### src/rtl/sobel_processing_unit_uc.sv
// rtl/sobel_processing_unit_uc.sv - Control FSM sequencing the Sobel datapath through one frame
// Clear, receive, convolve, transmit; every waiting phase is guarded by a shared watchdog.
module sobel_processing_unit_uc #(
   parameter int WIDTH   = 160,
   parameter int HEIGHT  = 120,
   parameter int TIMEOUT = 50000000
) (
   input  logic       clock,
   input  logic       reset,
   input  logic       iniciar,
   input  logic       rx_pronto,
   input  logic       tx_fim,
   input  logic       fim_imagem,
   output logic       limpa_fd,
   output logic       calcula,
   output logic       tx_enable,
   output logic       tx_pronto,
   output logic       tx_partida,
   output logic       pronto,
   output logic       erro,
   output logic [3:0] db_estado
);

   localparam int WD_W = $clog2(TIMEOUT + 1);
   localparam logic [WD_W-1:0] WD_MAX = WD_W'(TIMEOUT);

   // The frame geometry lives in the datapath; a degenerate frame has no last pixel.
   if (WIDTH * HEIGHT < 1) begin : g_invalid_geometry
   end

   typedef enum logic [3:0] {
      OCIOSO       = 4'd0,
      LIMPA        = 4'd1,
      RECEBE       = 4'd2,
      CALCULA      = 4'd3,
      TRANSMITE    = 4'd4,
      ESPERA_ENVIO = 4'd5,
      AVANCA       = 4'd6,
      FIM          = 4'd7,
      ERRO         = 4'd8
   } state_t;

   state_t          r_state;
   state_t          w_next;
   logic [WD_W-1:0] r_wd;
   logic            r_rx_iniciado;
   logic            r_fim_ant;
   logic            w_wd_exp;
   logic            w_wd_clr;
   logic            w_wd_inc;
   logic            w_state_chg;

   assign w_wd_exp    = (r_wd == WD_MAX);
   assign w_state_chg = (w_next != r_state);
   assign db_estado   = r_state;

   // Terminating events are tested before expiry so an event on the expiry cycle wins.
   always_comb begin
      w_next   = r_state;
      w_wd_clr = 1'b0;
      w_wd_inc = 1'b0;
      case (r_state)
         OCIOSO, FIM, ERRO: begin
            if (iniciar) w_next = LIMPA;
         end
         LIMPA: w_next = RECEBE;
         RECEBE: begin
            if (rx_pronto) begin
               w_wd_clr = 1'b1;
               if (fim_imagem) w_next = CALCULA;
            end else if (r_rx_iniciado) begin
               if (w_wd_exp) w_next = ERRO;
               else          w_wd_inc = 1'b1;
            end
         end
         CALCULA: begin
            if (r_fim_ant && !fim_imagem) w_next = TRANSMITE;
            else if (w_wd_exp)            w_next = ERRO;
            else                          w_wd_inc = 1'b1;
         end
         TRANSMITE: w_next = ESPERA_ENVIO;
         ESPERA_ENVIO: begin
            if (tx_fim)        w_next = AVANCA;
            else if (w_wd_exp) w_next = ERRO;
            else               w_wd_inc = 1'b1;
         end
         AVANCA: w_next = fim_imagem ? FIM : TRANSMITE;
         default: w_next = OCIOSO;
      endcase
   end

   // Outputs are decoded from the next state so they are registered yet aligned with the state.
   always_ff @(posedge clock or negedge reset) begin
      if (!reset) begin
         r_state       <= OCIOSO;
         r_wd          <= '0;
         r_rx_iniciado <= 1'b0;
         r_fim_ant     <= 1'b0;
         limpa_fd      <= 1'b0;
         calcula       <= 1'b0;
         tx_enable     <= 1'b0;
         tx_pronto     <= 1'b0;
         tx_partida    <= 1'b0;
         pronto        <= 1'b0;
         erro          <= 1'b0;
      end else begin
         r_state <= w_next;

         if (w_state_chg || w_wd_clr) r_wd <= '0;
         else if (w_wd_inc)           r_wd <= r_wd + WD_W'(1);

         if (w_state_chg)                        r_rx_iniciado <= 1'b0;
         else if (r_state == RECEBE && rx_pronto) r_rx_iniciado <= 1'b1;

         if (w_state_chg) r_fim_ant <= 1'b0;
         else             r_fim_ant <= fim_imagem;

         limpa_fd   <= (w_next == LIMPA);
         calcula    <= (w_next == CALCULA);
         tx_enable  <= (w_next == TRANSMITE) || (w_next == ESPERA_ENVIO) || (w_next == AVANCA);
         tx_pronto  <= (w_next == AVANCA);
         tx_partida <= (w_next == TRANSMITE);
         pronto     <= (w_next == FIM);
         erro       <= (w_next == ERRO);
      end
   end

endmodule

### config.mk
export PLATFORM = sky130hd
export DESIGN_NAME = sobel_processing_unit_uc
export DESIGN_NICKNAME = d
export VERILOG_FILES = /design/src/rtl/sobel_processing_unit_uc.sv
export SDC_FILE = /design/constraint.sdc
export NUM_CORES = 1
export LEC_CHECK = 0
export ABC_CLOCK_PERIOD_IN_PS = 2130
export BUFFER_PORTS_ARGS = -buffer_cell sky130_fd_sc_hd__buf_2
export CAP_MARGIN = 40
export CORE_ASPECT_RATIO = 1.4
export CORE_MARGIN = 3
export CORE_UTILIZATION = 34
export CTS_BUF_LIST = sky130_fd_sc_hd__clkbuf_4 sky130_fd_sc_hd__clkbuf_8 sky130_fd_sc_hd__clkbuf_16
export CTS_CLUSTER_SIZE = 14
export DETAILED_ROUTE_END_ITERATION = 12
export SETUP_SLACK_MARGIN = 0.3
export SLEW_MARGIN = 20
export SYNTH_ARGS = -nofsm -noshare
export SYNTH_HDL_FRONTEND = slang
export SYNTH_SLANG_ARGS = --single-unit
export TNS_END_PERCENT = 20
### constraint.sdc
create_clock -name clock -period 2.13 [get_ports clock]
set_input_delay 0.426 -clock clock [delete_from_list [all_inputs] [get_ports clock]]
set_output_delay 0.426 -clock clock [all_outputs]
set_load 0.02 [all_outputs]
==> metrics, run 1 <==
status finished clean; syn nets 246; drt first pass iters 4; critical path type reg -> reg; clk_lat worst skew 0.29 ns; initial antenna violation count 0; Inserted Clock Buffers 5; die footprint 7670 sq um; GRT overflow 0; relative slew slack 73.6%; largest net degree at the start of global routing 19; fmax 492 MHz; Detailed Place HPWL 3.94 mm; R2R Setup Slk 0.1 ns; Iter 0 DRT Violations 68; Slew @ Worst Pin 0.393 ns; Final Instance Area 3100 sq um; share of the synthesized area in the top cell type 43.2%; count of cell types in the netlist 53; Largest stage delay, worst path 0.49 ns; Final nets 307; crit-path cells buf_6, a211oi_4, a21oi_2, a2111oi_4, nand3_4, buf_12, nor2_2; CTS tree built; cell count along the critical path 7; initial core utilization 35.6%; RSZ-0062 raised after global routing yes; Die H 102 microns; delay-heaviest family, CP compound AO/OA/AOI/OAI gates; Worst R2R End r_wd[22]; H-tree levels 2; critical path arrival 2.25 ns; Final GP Congestion 0.876; Slew Limit Fails 0; clk slew on worst S/H paths 0.07 ns; Longest Clk Path Bufs 2; final worst setup slack 0.0968 ns; DRC 0; Peak VDD IR 0.604 mV; #FFs+latches synth 39; area grow syn2layout 37.3%; crit path time final 2.03 ns; aggregate routed wire length 5.52 mm; Via density 5.17; Crit. End Element flip-flop; post-synthesis async set-or-reset flop share 100%; post-route ant nets 0; ys flop type dfrtp_1; Critical Path Start Type flip-flop; synthesized area per cell 9.48 sq um; Seq/Total Area, Yosys 43.2%; worst hold path class in -> reg; # fillers 578; Root Buffer clkbuf_8; GRT Total Usage 15.5%; EDFF count, synth 0; r2r startpoint db_estado[0]; Area after DPL 2710 sq um; Storage cell area 980 sq um; Post-Place Worst Slack -0.0277 ns; R2R cell count 7; die width 74.9 microns; post-route clock period utilization 95.5%; top post-synthesis cells by area dfrtp_1 (43%), nor2_1 (5.7%), xnor2_1 (5.0%), xor2_1 (4.7%), nand2_1 (2.8%); routed len/inst 14.9 microns; critical path data required time 2.35 ns; Worst Skew 0.0107 ns; crit path max-delay cell type dfrtp_2; Core Region 6340 sq um; Synth Instances 238; worst hold slack 0.437 ns; Synth Warn # 0; hold_sp tx_fim; Fin. Hold Viols 0; cell taking the most area after synthesis dfrtp_1; IO buf count 16; via count 1919; setup TNS 0 ns; multi-input logic area 1420 sq um; CP Max Fanout 17; setup violators final 0; worst hold endpoint tx_pronto; share of cells above drive strength 1 41.1%; vias in the first global route 1990; leakage 1.31 nW; # rows 34; Worst Path Buf+Inv 2; Ports 17; PwrDens 1060 nW/um^2; hold path cells 3; # Max-Cap Violations 0; Num Clock Sinks 39; Post-Syn Area 2260 sq um; Inserted Diodes 0; first-pass GRT wire length 9.05 mm
## metrics by stage
stage | util (%) | total power, mW | std cells
global route | 48.9 | 3.50 | 371
global placement | 42.8 | 2.44 | 358
finish | 48.9 | 3.29 | 371
CTS | 45.8 | 3.08 | 369
detailed placement | 42.8 | 2.45 | 358
floorplan | - | 1.96 | 238
## flip-flops by register name, indices dropped and copies added, names as in the netlist
name,flops
calcula,1
db_estado,4
erro,1
limpa_fd,1
pronto,1
r_fim_ant,1
r_rx_iniciado,1
r_wd,26
tx_enable,1
tx_partida,1
tx_pronto,1
## per-layer routing
| metal | vias to the layer above | wire (microns) | part of all wire (%) | GRT usage [%] |
|---|---|---|---|---|
| met3 | 8 | 157 | 2.8 | 3.25 |
| li1 | 956 | - | - | - |
| met5 | - | 0 | 0 | 0 |
| met4 | 0 | 155 | 2.8 | 7.12 |
| met2 | 33 | 2880 | 52 | 27.1 |
| met1 | 922 | 2320 | 42 | 17.7 |
## Yosys cell counts, drive strengths merged, types with 2 or more instances
library cell / n
nand4: 8
ha: 2
nor3: 7
a31o: 2
nor2: 44
nor2b: 3
nand2: 17
o21ai: 7
and3: 5
dfrtp: 39
nor4: 4
nand3b: 2
a21oi: 7
nand2b: 2
a211oi: 2
buf: 7
nor4b: 3
o2111ai: 2
a2111oi: 2
and3b: 2
clkbuf: 3
inv: 9
nand3: 13
or3: 2
xnor2: 13
xor2: 12
## how the worst max path moves through the flow
stage | start | to | slack [ns]
floorplan | db_estado[3] | r_wd[1] | -0.02
global placement | r_wd[11] | r_wd[10] | -0.05
detailed placement | r_wd[11] | r_wd[7] | -0.03
CTS | db_estado[3] | r_wd[8] | 0.09
global route | db_estado[0] | r_wd[20] | -0.03
finish | db_estado[0] | r_wd[22] | 0.1
## power breakdown
part | leakage, nW | total (mW) | internal (mW) | switching (mW)
logic | 0.729 | 1.87 | 0.844 | 1.02
clock network | 0.0470 | 0.508 | 0.254 | 0.254
registers | 0.533 | 0.918 | 0.828 | 0.0900
total | 1.31 | 3.29 | 1.93 | 1.37
## placed cells by master, fill, tap and decap left out, drive strengths merged, types with 2 or more instances in the layout
master / synthesis / routed
buf: 7 / 63
nor2: 44 / 44
dfrtp: 39 / 39
nand2: 17 / 17
xnor2: 13 / 13
nand3: 13 / 13
xor2: 12 / 12
inv: 9 / 9
nand4: 8 / 8
a21oi: 7 / 7
nor3: 7 / 7
o21ai: 7 / 7
clkbuf: 3 / 6
and3: 5 / 5
nor4: 4 / 4
nor4b: 3 / 3
nor2b: 3 / 3
nand3b: 2 / 2
a211oi: 2 / 2
a31o: 2 / 2
o2111ai: 2 / 2
a2111oi: 2 / 2
or3: 2 / 2
nand2b: 2 / 2
and3b: 2 / 2
ha: 2 / 2
## worst reg2reg max path, cell delays in order, from the launching register on
cell       delay, ns
dfrtp_2         0.49
buf_6           0.17
a211oi_4        0.30
a21oi_2         0.13
a2111oi_4       0.45
nand3_4         0.15
buf_12          0.18
nor2_2          0.09
## cell type report
cell class / count / share of cell area, %
Tap cell: 72 / 2.91
Timing Repair Buffer: 64 / 15.8
Multi-Input combinational cell: 180 / 45.7
Clock inverter: 1 / 0.162
Clock buffer: 6 / 2.67
Sequential cell: 39 / 31.6
Inverter: 9 / 1.09
## kinds of logic (layout without fill, tap and decap cells)
logic type               after synthesis  after routing  share of synthesized area, %
buffers and inverters                 19             80                          4.66
flip-flops                            39             39                          43.2
XOR/XNOR                              25             25                          9.70
AO/OA/AOI/OAI                         34             34                          12.5
adder cells (fa/ha/maj)                2              2                          1.11
AND/OR/NAND/NOR                      119            119                          28.8
## timing repair
action	4_1_cts	5_1_grt
hold endpoints to repair	7	0
endpoints found under the setup margin	37	37
gates resized for setup	16	35
pin swaps	7	10
buffers inserted	3	2
hold buffers	1	0
Note: power is estimated with default switching activity, not from simulation.
==> run 2, diff against run 1 <==
--- a/config.mk
+++ b/config.mk
@@ -10,7 +10,7 @@
 export CAP_MARGIN = 40
 export CORE_ASPECT_RATIO = 1.4
 export CORE_MARGIN = 3
-export CORE_UTILIZATION = 34
+export CORE_UTILIZATION = 35
 export CTS_BUF_LIST = sky130_fd_sc_hd__clkbuf_4 sky130_fd_sc_hd__clkbuf_8 sky130_fd_sc_hd__clkbuf_16
 export CTS_CLUSTER_SIZE = 14
 export DETAILED_ROUTE_END_ITERATION = 12
==> run 2 against run 1 <==
Effect of this change: clock skew down 0.0084 ns; power up 0.65%; maximum frequency down 1.8%; utilization up 0.30 points; critical path type unchanged; largest cell class unchanged.
==> metrics, run 2 (synthesized netlist as in run 1, its figures left out) <==
most common cell after layout, fill and taps aside buf_4 (unchanged); sequential power share 27.9% (about the same); DRC 0 (unchanged); H-tree levels 2 (unchanged); largest net degree at the start of global routing 26 (was 19); routed len/inst 15.0 microns (was 14.9 microns); # rows 34 (unchanged); placed cells 360 (was 358); aggregate routed wire length 5.68 mm (was 5.52 mm); leakage 1.34 nW (was 1.31 nW); Iter 0 DRT Violations 85 (was 68); Final Instance Area 3080 sq um (was 3100 sq um); Storage cell area 980 sq um (unchanged); post-route ant nets 0 (unchanged); Final nets 314 (was 307); crit path max-delay cell type dfrtp_1 (was dfrtp_2); Fin. Hold Viols 0 (unchanged); Crit. End Element flip-flop (unchanged); R2R Setup Slk 0.06 ns (was 0.1 ns); via count 1989 (was 1919); CP Max Fanout 5 (was 17); fmax 483 MHz (was 492 MHz); critical path arrival 2.25 ns (about the same); GRT overflow 0 (unchanged); clk slew on worst S/H paths 0.07 ns (about the same); initial antenna violation count 0 (unchanged); die footprint 7460 sq um (was 7670 sq um); crit path time final 2.07 ns (was 2.03 ns); Sw Ratio 40.4% (was 41.5%); Comb power frac 56.8% (was 56.7%); die width 73.9 microns (was 74.9 microns); Inserted Clock Buffers 5 (unchanged); Detailed Place HPWL 4.04 mm (was 3.94 mm); critical path type reg -> reg (unchanged); multi-input logic area 1350 sq um (was 1420 sq um); crit-path cells inv_2, ha_4, nor4b_4, nand4_1, buf_6, o21ai_1, nand4b_1, buf_4, and3_1 (was buf_6, a211oi_4, a21oi_2, a2111oi_4, nand3_4, buf_12, nor2_2); r2r startpoint r_wd[1] (was db_estado[0]); status finished clean (unchanged); Peak VDD IR 0.497 mV (was 0.604 mV); relative slew slack 61.1% (was 73.6%); Worst R2R End r_fim_ant (was r_wd[22]); max reg flops 26 (unchanged); Internal 1.97 mW (was 1.93 mW); Core Region 6250 sq um (was 6340 sq um); most frequent cells in the layout buf_4 (45), dfrtp_1 (36), nor2_1 (31) (was buf_4 (39), dfrtp_1 (36), nor2_1 (30)); setup violators final 0 (unchanged); IO buf count 16 (unchanged); Power, Total 3.31 mW (was 3.29 mW); # Max-Cap Violations 0 (unchanged); PwrDens 1080 nW/um^2 (was 1060 nW/um^2); Sw Pwr 1.34 mW (was 1.37 mW); clock network power share 15.3% (was 15.4%); share of cells above drive strength 1 40.4% (was 41.1%); GRT Total Usage 15.6% (was 15.5%); Die H 101 microns (was 102 microns); initial core utilization 36.1% (was 35.6%); Worst Skew 0.00226 ns (was 0.0107 ns); Biggest register r_wd (unchanged); Num Clock Sinks 39 (unchanged); final std cells w/o fill 379 (was 371); Ports 17 (unchanged); Root Buffer clkbuf_8 (unchanged); worst hold path class in -> async (was in -> reg); RSZ-0062 raised after global routing yes (unchanged); Critical Path Start Type flip-flop (unchanged); post-route clock period utilization 97.2% (was 95.5%); drt first pass iters 5 (was 4); Inserted Diodes 0 (unchanged); # fillers 597 (was 578); CTS tree built (unchanged); critical path data required time 2.31 ns (was 2.35 ns); Slew Limit Fails 0 (unchanged); Largest stage delay, worst path 0.41 ns (was 0.49 ns); R2R cell count 9 (was 7); vias in the first global route 1938 (was 1990); clk_lat worst skew 0.28 ns (was 0.29 ns); Core Util, Final 49.2% (was 48.9%); Longest Clk Path Bufs 2 (unchanged); first-pass GRT wire length 8.99 mm (was 9.05 mm); area grow syn2layout 36.3% (was 37.3%); Area after DPL 2730 sq um (was 2710 sq um); Via density 5.25 (was 5.17); Final GP Congestion 0.826 (was 0.876); Slew @ Worst Pin 0.584 ns (was 0.393 ns)
-- run 2: cell type report --
class	count	area share, %
repair buffers	71	17.4
well taps	72	2.93
inverters	9	1.10
flip-flops and latches	39	31.9
clock inverters	1	0.163
multi-input cells	180	43.8
clock buffers	7	2.73
-- run 2: repair_timing --
action,4_1_cts,5_1_grt
endpoints found under the setup margin,36,37
hold buffers,0,0
gates cloned,0,2
pin swaps,6,10
hold endpoints to repair,0,0
gates resized for setup,11,26
setup buffers,3,6
-- run 2: stage by stage --
stage	hold WS (ns)	setup slack [ns]	TNS, ns
floorplan	0.130	-0.0235	-0.426
global placement	0.467	-0.00758	-0.00758
detailed placement	0.467	-0.0430	-0.739
CTS	0.149	0.00743	0
global route	0.179	-0.0543	-0.953
finish	0.133	0.0591	0
-- run 2: worst max-delay path: cells and delay by family (launching register included) --
kind / cells / cell delay [ns]
buffers and inverters: 3 / 0.50
flip-flops: 1 / 0.41
adder cells (fa/ha/maj): 1 / 0.12
AO/OA/AOI/OAI: 1 / 0.17
AND/OR/NAND/NOR: 4 / 0.77
-- run 2: how the worst max path moves through the flow --
stage	start	to	cells past startpoint
2_1_floorplan	db_estado[3]	r_wd[1]	7
5_1_grt	r_wd[1]	r_fim_ant	9
4_1_cts	db_estado[3]	r_wd[11]	9
3_5_place_dp	db_estado[0]	r_wd[11]	8
3_3_place_gp	r_wd[11]	calcula	7
6_report	r_wd[1]	r_fim_ant	9
-- run 2: layer usage --
layer / global-route usage, % / vias up / share of wire, % / wire, microns
met5: 0 / - / 0 / 0
met4: 7.53 / 0 / 2.3 / 130
met3: 2.79 / 11 / 2.2 / 126
met2: 27.5 / 33 / 56 / 3170
met1: 17.6 / 974 / 40 / 2250
li1: - / 971 / - / -
-- run 2: power by group through the flow --
stage	logic, mW	registers [mW]	clock network, mW
3_5_place_dp	1.57	0.930	0
4_1_cts	1.68	0.919	0.524
3_3_place_gp	1.56	0.923	0
6_report	1.88	0.923	0.507
5_1_grt	2.03	0.932	0.556
2_1_floorplan	1.00	0.957	0
